$ cat src/rtl/cordic_pkg.sv
// Shared types and constants for the folded CORDIC engine. The arctangent table
// is stored at 32-bit resolution (2^32 = one full turn) and rescaled at elaboration.
package cordic_pkg;

  typedef enum logic [1:0] {
    IDLE = 2'd0,
    RUN  = 2'd1,
    DONE = 2'd2
  } state_e;

  localparam int MAX_ITER = 32;
  localparam int ITER_W   = $clog2(MAX_ITER);

  localparam logic ROT = 1'b0;
  localparam logic VEC = 1'b1;

  // round(atan(2^-i)/pi * 2^(angle_width-1)), valid for angle_width <= 32
  function automatic logic [31:0] atan_lut(input int i, input int angle_width);
    logic [32:0] v;
    int          s;
    case (i)
      0:  v = 33'd536870912;
      1:  v = 33'd316933406;
      2:  v = 33'd167458907;
      3:  v = 33'd85004756;
      4:  v = 33'd42667331;
      5:  v = 33'd21354465;
      6:  v = 33'd10679838;
      7:  v = 33'd5340245;
      8:  v = 33'd2670163;
      9:  v = 33'd1335087;
      10: v = 33'd667544;
      11: v = 33'd333772;
      12: v = 33'd166886;
      13: v = 33'd83443;
      14: v = 33'd41722;
      15: v = 33'd20861;
      16: v = 33'd10430;
      17: v = 33'd5215;
      18: v = 33'd2608;
      19: v = 33'd1304;
      20: v = 33'd652;
      21: v = 33'd326;
      22: v = 33'd163;
      23: v = 33'd81;
      24: v = 33'd41;
      25: v = 33'd20;
      26: v = 33'd10;
      27: v = 33'd5;
      28: v = 33'd3;
      29: v = 33'd1;
      30: v = 33'd1;
      default: v = 33'd0;
    endcase
    s = 32 - angle_width;
    if (s > 0) v = (v + (33'd1 << (s - 1))) >> s;
    return v[31:0];
  endfunction

endpackage

$ cat src/rtl/cordic_micro_rot_var.sv
// One CORDIC micro-rotation with a runtime shift amount; purely combinational.
module cordic_micro_rot_var
  import cordic_pkg::*;
#(
  parameter int XY_W        = 18,
  parameter int ANGLE_WIDTH = 16
) (
  input  logic [XY_W-1:0]        i_x,
  input  logic [XY_W-1:0]        i_y,
  input  logic [ANGLE_WIDTH-1:0] i_z,
  input  logic [ITER_W-1:0]      i_shift,
  input  logic [ANGLE_WIDTH-1:0] i_atan,
  input  logic                   i_mode,
  output logic [XY_W-1:0]        o_x,
  output logic [XY_W-1:0]        o_y,
  output logic [ANGLE_WIDTH-1:0] o_z,
  output logic                   o_d
);

  logic signed [XY_W-1:0] w_x_sh;
  logic signed [XY_W-1:0] w_y_sh;

  assign w_x_sh = $signed(i_x) >>> i_shift;
  assign w_y_sh = $signed(i_y) >>> i_shift;

  // Rotation steers z toward zero, vectoring steers y toward zero.
  assign o_d = (i_mode == VEC) ? i_y[XY_W-1] : ~i_z[ANGLE_WIDTH-1];

  assign o_x = o_d ? (i_x - w_y_sh) : (i_x + w_y_sh);
  assign o_y = o_d ? (i_y + w_x_sh) : (i_y - w_x_sh);
  assign o_z = o_d ? (i_z - i_atan) : (i_z + i_atan);

endmodule

$ cat src/rtl/cordic_iter_engine.sv
// Folded CORDIC: one shared micro-rotation reused NUM_ITER times per operand,
// with valid/ready on both sides and the direction sequence exported.
module cordic_iter_engine
  import cordic_pkg::*;
#(
  parameter int CORDIC_WIDTH = 16,
  parameter int ANGLE_WIDTH  = 16,
  parameter int NUM_ITER     = 14,
  parameter int GUARD        = 2
) (
  input  logic                          clk,
  input  logic                          reset,
  input  logic                          in_valid,
  output logic                          in_ready,
  input  logic                          mode,
  input  logic [CORDIC_WIDTH-1:0]       x_in,
  input  logic [CORDIC_WIDTH-1:0]       y_in,
  input  logic [ANGLE_WIDTH-1:0]        z_in,
  output logic                          out_valid,
  input  logic                          out_ready,
  output logic [CORDIC_WIDTH+GUARD-1:0] x_out,
  output logic [CORDIC_WIDTH+GUARD-1:0] y_out,
  output logic [ANGLE_WIDTH-1:0]        z_out,
  output logic [NUM_ITER-1:0]           dir_out
);

  localparam int XY_W = CORDIC_WIDTH + GUARD;

  localparam logic [1:0] S_IDLE = IDLE;
  localparam logic [1:0] S_RUN  = RUN;
  localparam logic [1:0] S_DONE = DONE;

  logic [1:0]             r_state;
  logic [ITER_W-1:0]      r_iter;
  logic                   r_mode;
  logic [XY_W-1:0]        r_x;
  logic [XY_W-1:0]        r_y;
  logic [ANGLE_WIDTH-1:0] r_z;
  logic [NUM_ITER-1:0]    r_dir;

  logic [ANGLE_WIDTH-1:0] w_atan_tbl [NUM_ITER];
  logic [ANGLE_WIDTH-1:0] w_atan;
  logic [XY_W-1:0]        w_x_nxt;
  logic [XY_W-1:0]        w_y_nxt;
  logic [ANGLE_WIDTH-1:0] w_z_nxt;
  logic                   w_d;

  for (genvar g = 0; g < NUM_ITER; g++) begin : g_atan
    localparam logic [31:0] ATAN_FULL = atan_lut(g, ANGLE_WIDTH);
    assign w_atan_tbl[g] = ATAN_FULL[ANGLE_WIDTH-1:0];
  end

  // NOTE: the default assignment first keeps this block purely combinational (no latch).
  always_comb begin
    w_atan = '0;
    for (int j = 0; j < NUM_ITER; j++)
      if (r_iter == ITER_W'(j)) w_atan = w_atan_tbl[j];
  end

  cordic_micro_rot_var #(
    .XY_W        (XY_W),
    .ANGLE_WIDTH (ANGLE_WIDTH)
  ) u_micro_rot (
    .i_x     (r_x),
    .i_y     (r_y),
    .i_z     (r_z),
    .i_shift (r_iter),
    .i_atan  (w_atan),
    .i_mode  (r_mode),
    .o_x     (w_x_nxt),
    .o_y     (w_y_nxt),
    .o_z     (w_z_nxt),
    .o_d     (w_d)
  );

  // NOTE: non-blocking assignments so every register samples pre-edge values.
  always_ff @(posedge clk) begin
    if (reset) begin
      r_state <= S_IDLE;
      r_iter  <= '0;
      r_mode  <= ROT;
      r_x     <= '0;
      r_y     <= '0;
      r_z     <= '0;
      r_dir   <= '0;
    end else begin
      case (r_state)
        S_IDLE: begin
          if (in_valid) begin
            r_x     <= XY_W'($signed(x_in));
            r_y     <= XY_W'($signed(y_in));
            r_z     <= z_in;
            r_mode  <= mode;
            r_iter  <= '0;
            r_dir   <= '0;
            r_state <= S_RUN;
          end
        end
        S_RUN: begin
          r_x <= w_x_nxt;
          r_y <= w_y_nxt;
          r_z <= w_z_nxt;
          for (int j = 0; j < NUM_ITER; j++)
            if (r_iter == ITER_W'(j)) r_dir[j] <= w_d;
          if (r_iter == ITER_W'(NUM_ITER - 1)) r_state <= S_DONE;
          else                                 r_iter  <= r_iter + ITER_W'(1);
        end
        S_DONE: begin
          if (out_ready) r_state <= S_IDLE;
        end
        default: r_state <= S_IDLE;
      endcase
    end
  end

  assign in_ready  = (r_state == S_IDLE);
  assign out_valid = (r_state == S_DONE);
  assign x_out     = r_x;
  assign y_out     = r_y;
  assign z_out     = r_z;
  assign dir_out   = r_dir;

endmodule

$ cat config.mk
export PLATFORM = sky130hd
export DESIGN_NAME = cordic_iter_engine
export DESIGN_NICKNAME = d
export VERILOG_FILES = /design/src/rtl/cordic_pkg.sv /design/src/rtl/cordic_micro_rot_var.sv /design/src/rtl/cordic_iter_engine.sv
export SDC_FILE = /design/constraint.sdc
export NUM_CORES = 1
export LEC_CHECK = 0
export ABC_AREA = 0
export ABC_CLOCK_PERIOD_IN_PS = 14540
export CORE_MARGIN = 3
export CORE_UTILIZATION = 52
export CTS_CLUSTER_DIAMETER = 200
export DETAILED_ROUTE_END_ITERATION = 6
export PLACE_DENSITY = 0.79
export SLEW_MARGIN = 20
export SYNTH_ARGS = -nofsm -noshare
export SYNTH_HDL_FRONTEND = slang
export SYNTH_HIERARCHICAL = 1
export SYNTH_SLANG_ARGS = --single-unit
$ cat constraint.sdc
create_clock -name clk -period 14.54 [get_ports clk]
set_input_delay 2.908 -clock clk [delete_from_list [all_inputs] [get_ports clk]]
set_output_delay 2.908 -clock clk [all_outputs]
set_load 0.01 [all_outputs]
After elaboration in Yosys (flattened, before gate mapping)
Index checks and enable logic that the tools add are counted.

cells by class
  add/sub/neg operators = 7
  eq/ne operators = 32
  shift operators = 2
  muxes and demuxes = 47
  bitwise gates (word level) = 1
  reductions and logical operators = 21

operators by type and width
  cell                                                                    count
  16-bit 2-to-1 mux                                                       15
  18-bit 2-to-1 mux                                                       4
  18-bit case mux with 2 select lines                                     2
  3-bit AND reduction                                                     16
  18-bit adder                                                            2
  18-bit by 5-bit >>> shifter with 18-bit output                          2
  18-bit subtractor                                                       2
  2-bit inequality test (second input constant)                           16
  16-bit case mux with 2 select lines                                     1
  5-bit by 4-bit equality test with 1-bit output (second input constant)  6
  14-bit 2-to-1 mux                                                       2
  14-bit case mux with 2 select lines                                     1
  5-bit by 3-bit equality test with 1-bit output (second input constant)  4
  16-bit adder                                                            1
  16-bit subtractor                                                       1
  1-bit 2-to-1 mux                                                        15
  5-bit by 2-bit equality test with 1-bit output (second input constant)  2
  5-bit 2-to-1 mux                                                        2
  5-bit case mux with 2 select lines                                      1
  2-bit 2-to-1 mux                                                        3
  2-bit case mux with 3 select lines                                      1
  5-bit by 1-bit adder with 5-bit output (second input constant)          1
  5-bit by 1-bit equality test with 1-bit output (second input constant)  1
  5-bit zero test                                                         1
  7 further kinds                                                         8

word-level totals
  bits in registers = 74
  input port bits = 53
  output and inout bits = 68
  word-level logic and storage cells = 130

Depth between registers and ports, before layout
  word-level depth = 18
  gate-level depth with buffers = 23
  mapped depth without buffers = 22

Hierarchy
The synthesis kept the hierarchy.

by module, submodules not included
  module                instances  cells an instance  area each (sq um)  sequential area each (sq um)
  cordic_micro_rot_var  1          704                5,462.7            0.0
  cordic_iter_engine    1          483                3,731.1            1,481.4

Worst setup path before layout
No wires, ideal clock.

  kind = reg2reg
  start = reg r_iter[0]
  end = reg r_x[17] (netlist: x_out[17])
  library setup time = 0.075 ns
  arrival = 4.669 ns
  required time = 14.465 ns
  setup slack = 9.796 ns
  stages on the path, launching flop included = 22
  buffers on the path = 1
  clock period less this slack = 4.744 ns
  path through = dfxtp_1 -> buf_6 -> mux4_2 -> mux2_2 -> a221oi_4 -> ha_1 -> inv_1 -> a2111oi_2 -> nand4_1 -> o21ai_0 -> xor2_1 -> a21oi_1 -> ha_1 -> a21o_1 -> a21o_1 -> a21oi_1 -> a31oi_1 -> a21o_1 -> a21oi_1 -> xnor2_1 -> nand2_1 -> a31oi_1

between the ends
  word-level cells in the longest chain between the ends = 4
  elaborated cells on any way between the ends = 5
  those cells by class = 2 x add/sub; 1 x shift; 2 x mux

RTL lines
  item                                                      line                        source
  start, declared                                           cordic_iter_engine.sv:34    logic [ITER_W-1:0] r_iter;
  start signal, assigned                                    cordic_iter_engine.sv:106   else r_iter <= r_iter + ITER_W'(1);
  18-bit by 5-bit >>> shifter with 18-bit output *          cordic_micro_rot_var.sv:24  assign w_y_sh = $signed(i_y) >>> i_shift;
  18-bit adder / 18-bit subtractor (equally long branches)  cordic_micro_rot_var.sv:29  assign o_x = o_d ? (i_x - w_y_sh) : (i_x + w_y_sh);
  18-bit 2-to-1 mux *                                       cordic_micro_rot_var.sv:29
  net w_x_nxt[17]                                           cordic_iter_engine.sv:43    logic [XY_W-1:0] w_x_nxt;
  18-bit case mux with 2 select lines *                     cordic_iter_engine.sv:87    case (r_state)
  end signal, assigned                                      cordic_iter_engine.sv:90    r_x <= XY_W'($signed(x_in));
  end signal, assigned                                      cordic_iter_engine.sv:100   r_x <= w_x_nxt;
  end, declared                                             cordic_iter_engine.sv:36    logic [XY_W-1:0] r_x;

The timed path passes the listed nets; every way through them passes the cells marked *.
A chain may end at the register's enable or synchronous reset.

Worst setup path in the final report
  start = reg r_iter[1]
  end = reg r_x[17] (netlist: x_out[17])

The elaborated chain is that of the path after synthesis.

==> flow_metrics.tcl <==
set metrics [dict create \
    outcome "complete, no violations" \
    synth_cell_types 88 \
    drv_slew 0 \
    area_delta_synth_final_pct 15.8 \
    maxSlewHeadroom 0.319 \
    cts_setup_buffers 0 \
    endpoint_kind "register" \
    vias 9453 \
    nets 1366 \
    root_buffer "clkbuf_16" \
    startpoint_type "register" \
    fin_crit_sh 0.395 \
    clock-sinks 74 \
    vias_per_cell 6.39 \
    synth_top_family_by_area "compound AO/OA/AOI/OAI gates" \
    clockBufferDepth 2 \
    totalWireLength_um 27700 \
    max-vdd-ir-drop_mv 0.0686 \
    cts_resized 0 \
    grt_overflow 0 \
    hold_violations 0 \
    htree_levels 3 \
    yosys.area_share.simple 0.224 \
    critical_path_class "register to register" \
    seq_area_mm2 0.00149 \
    die-area_mm2 0.0193 \
    io_buffers 120 \
    rsz0062_at_grt "false" \
    cts_tree "built" \
    cpMaxStageDelayCell "buf_4" \
    skew_ns 0.0108 \
    fmax_ghz 0.174 \
    postLayoutCellArea_mm2 0.0106 \
    yosysTopAreaCellShare 0.161 \
    synth_fa_ha_area_frac 0.0827 \
    initial_core_util 0.543 \
    ys_warn_count 6 \
    coreArea_mm2 0.0169 \
    holdWs_ns 0.482 \
    muxShareOfSynthArea 0.126 \
    synth_edf_count 0 \
    syn-cell-area_mm2 0.00919 \
    placed_area_mm2 0.0104 \
    ys_async_sr_fraction 0 \
    fill_cells 1530 \
    gp_congestion 0.988 \
    grt_pass1_vias 8602 \
    final_util 0.629 \
    path_cells "buf_4 > mux4_2 > mux2_4 > a221oi_4 > ha_1 > inv_1 > a2111oi_2 > nand4_1 > o21ai_0 > xor2_1 > a21oi_1 > ha_1 > a21o_1 > a21o_1 > a21oi_1 > a31oi_1 > a21o_1 > a21oi_1 > xnor2_1 > nand2_1 > a31oi_1" \
    netlist_instances 1187 \
    drv_cap 0 \
    ys_seq_area_frac 0.161 \
    arrival_ns 6.02 \
    insertion_delay_ns 0.36 \
    grt_use_total 0.275 \
    worstMarginPinSlew_ns 1.02 \
    fin_crit_ns 5.74 \
    drc 0 \
    avgRoutedWirePerCell_um 18.7 \
    yosys-top-cells-area "dfxtp_1 16%, ha_1 7.6%, mux4_2 7.3%" \
    synthFlopType "dfxtp_1" \
    yosys.area.top_type "dfxtp_1" \
    crit_fanout 69 \
    grt_pass1_wl_um 45000 \
    p_per_area_mw_per_mm2 132 \
    clk_pin_slew_ns 0.07 \
    boundaryPins 121 \
    worstPathRequired_ns 14.82 \
    synth_xor_area_frac 0.0829 \
    synth_compound_area_frac 0.260 \
    dp_hpwl_um 19500 \
    antenna_found_initial 0 \
    die_y_um 139 \
    holdBufCountCts 0 \
    die_x_um 139 \
    core.rowCount 47 \
    cpPeakStageDelay_ns 0.66 \
    grt_max_degree 94 \
    antenna_left 0 \
    n_antenna_cell 0 \
    drt_first_pass_iters 6 \
    drt_iter0_drc 936 \
    setup_viol 0 \
    post_synth.cell_area_avg_um2 7.75 \
    cts_made_buffers 9 \
    drive_gt1_frac 0.0842 \
    multi_input_area_mm2 0.00717 \
    p_leak_uw 0.00399 \
    synth_seq_cells 74 \
    hp-class "register to register" \
    fin_tns_setup_ns 0 \
]
## worst max-delay path: cells and delay by family (launching register included)
family                   cells  cell delay, ns
multiplexers                 2            0.93
flip-flops                   1            0.31
AND/OR/NAND/NOR              2            0.34
buffers and inverters        2            0.71
XOR/XNOR                     2            0.31
adder cells (fa/ha/maj)      2            0.55
AO/OA/AOI/OAI               11            2.48
## synthesized netlist by cell type (9+ instances only)
library cell	count
a21oi_1	81
buf_2	29
or2_2	11
inv_1	31
nand2_1	159
a21o_1	14
nor2_1	120
nor3_1	25
o21a_1	15
buf_6	11
a311oi_1	41
o211ai_1	26
dfxtp_1	74
nor2b_1	18
nand3_1	30
a31oi_1	20
xnor2_1	55
a211oi_1	12
xor2_1	32
and3_1	9
mux2i_1	40
mux4_2	30
clkbuf_1	31
o21ai_0	39
nand2b_1	21
or3_1	9
ha_1	56
## state kept, by name, indices dropped and copies added (netlist names)
| signal | cells |
|---|---|
| r_mode | 1 |
| x_out | 18 |
| r_state | 2 |
| dir_out | 14 |
| z_out | 16 |
| y_out | 18 |
| r_iter | 5 |
## cell families (layout without fill, tap and decap cells)
family          count (synthesis)  in the layout
buf+inv                       115            185
other cells                     1              3
compound gates                333            333
flops                          74             74
fa+ha+maj                      59             59
mux                            77             77
simple gates                  441            441
xor+xnor                       87             87
## stage by stage
step | worst slack [ns] | instances | power, uW
6_report | 8.80 | 1479 | 1410
4_1_cts | 8.86 | 1479 | 1400
5_1_grt | 8.33 | 1479 | 1510
3_5_place_dp | 8.91 | 1463 | 1160
3_3_place_gp | 9.06 | 1463 | 1150
2_1_floorplan | 9.80 | 1189 | 946
## layout by cell type (no fill, tap or decap), types with 5 or more instances in the layout
cell,synthesis,routed
a311oi_2,7,7
nor2b_1,18,18
xnor2_1,55,55
mux4_2,30,30
inv_1,31,31
nand2b_1,21,20
a211oi_1,12,12
nor2_1,120,120
o211ai_1,26,26
dfxtp_1,74,71
xor2_1,32,32
clkbuf_16,0,9
and2_1,7,7
a21oi_1,81,80
nand2_1,159,159
o21a_1,15,15
a22o_1,5,5
o21ai_0,39,39
buf_4,6,14
mux2_2,5,5
nand3_1,30,30
nand4_1,6,6
o31ai_1,7,7
clkdlybuf4s50_1,0,119
a21o_1,14,14
o21bai_1,7,7
o31a_1,7,7
or3_1,9,9
mux2i_1,40,40
a311oi_1,41,41
or2_2,11,11
and3_1,9,9
nor3_1,25,25
a31oi_1,20,20
ha_1,56,56
## where the power goes
group	leakage (uW)	switching (uW)	internal (uW)
sequential	0.000611	60.3	230
combinational	0.00325	474	416
clock	0.000132	103	122
total	0.00399	637	768
## worst paths after layout
path | from | endpoint | slack (ns) | depth (start not counted)
hold / removal | dir_out[13]$_SDFFE_PP0P_ | dir_out[13]$_SDFFE_PP0P_ | 0.48 | 2
setup / recovery | r_iter[1]$_SDFFE_PP0P_ | x_out[17]$_SDFFE_PP0P_ | 8.80 | 21
hold reg to reg | dir_out[13]$_SDFFE_PP0P_ | dir_out[13]$_SDFFE_PP0P_ | 0.48 | 2
setup reg to reg | r_iter[1]$_SDFFE_PP0P_ | x_out[17]$_SDFFE_PP0P_ | 8.80 | 21
## metal layers
metal  vias to the layer above  wire (um)  GRT usage
met3                        48       2080     0.0414
met5                         -          0          0
met2                       431      12900      0.450
li1                       4518          -          -
met1                      4456      12200      0.379
met4                         0        546     0.0793
## layout make-up
class                           instances  area share
Clock inverter                          6     0.00458
Sequential cell                        74       0.139
Clock buffer                           10      0.0224
Timing Repair Buffer                  134       0.122
Inverter                               35      0.0123
Tap cell                              220      0.0259
Multi-Input combinational cell       1000       0.673
Note: power is estimated with default switching activity, not from simulation.
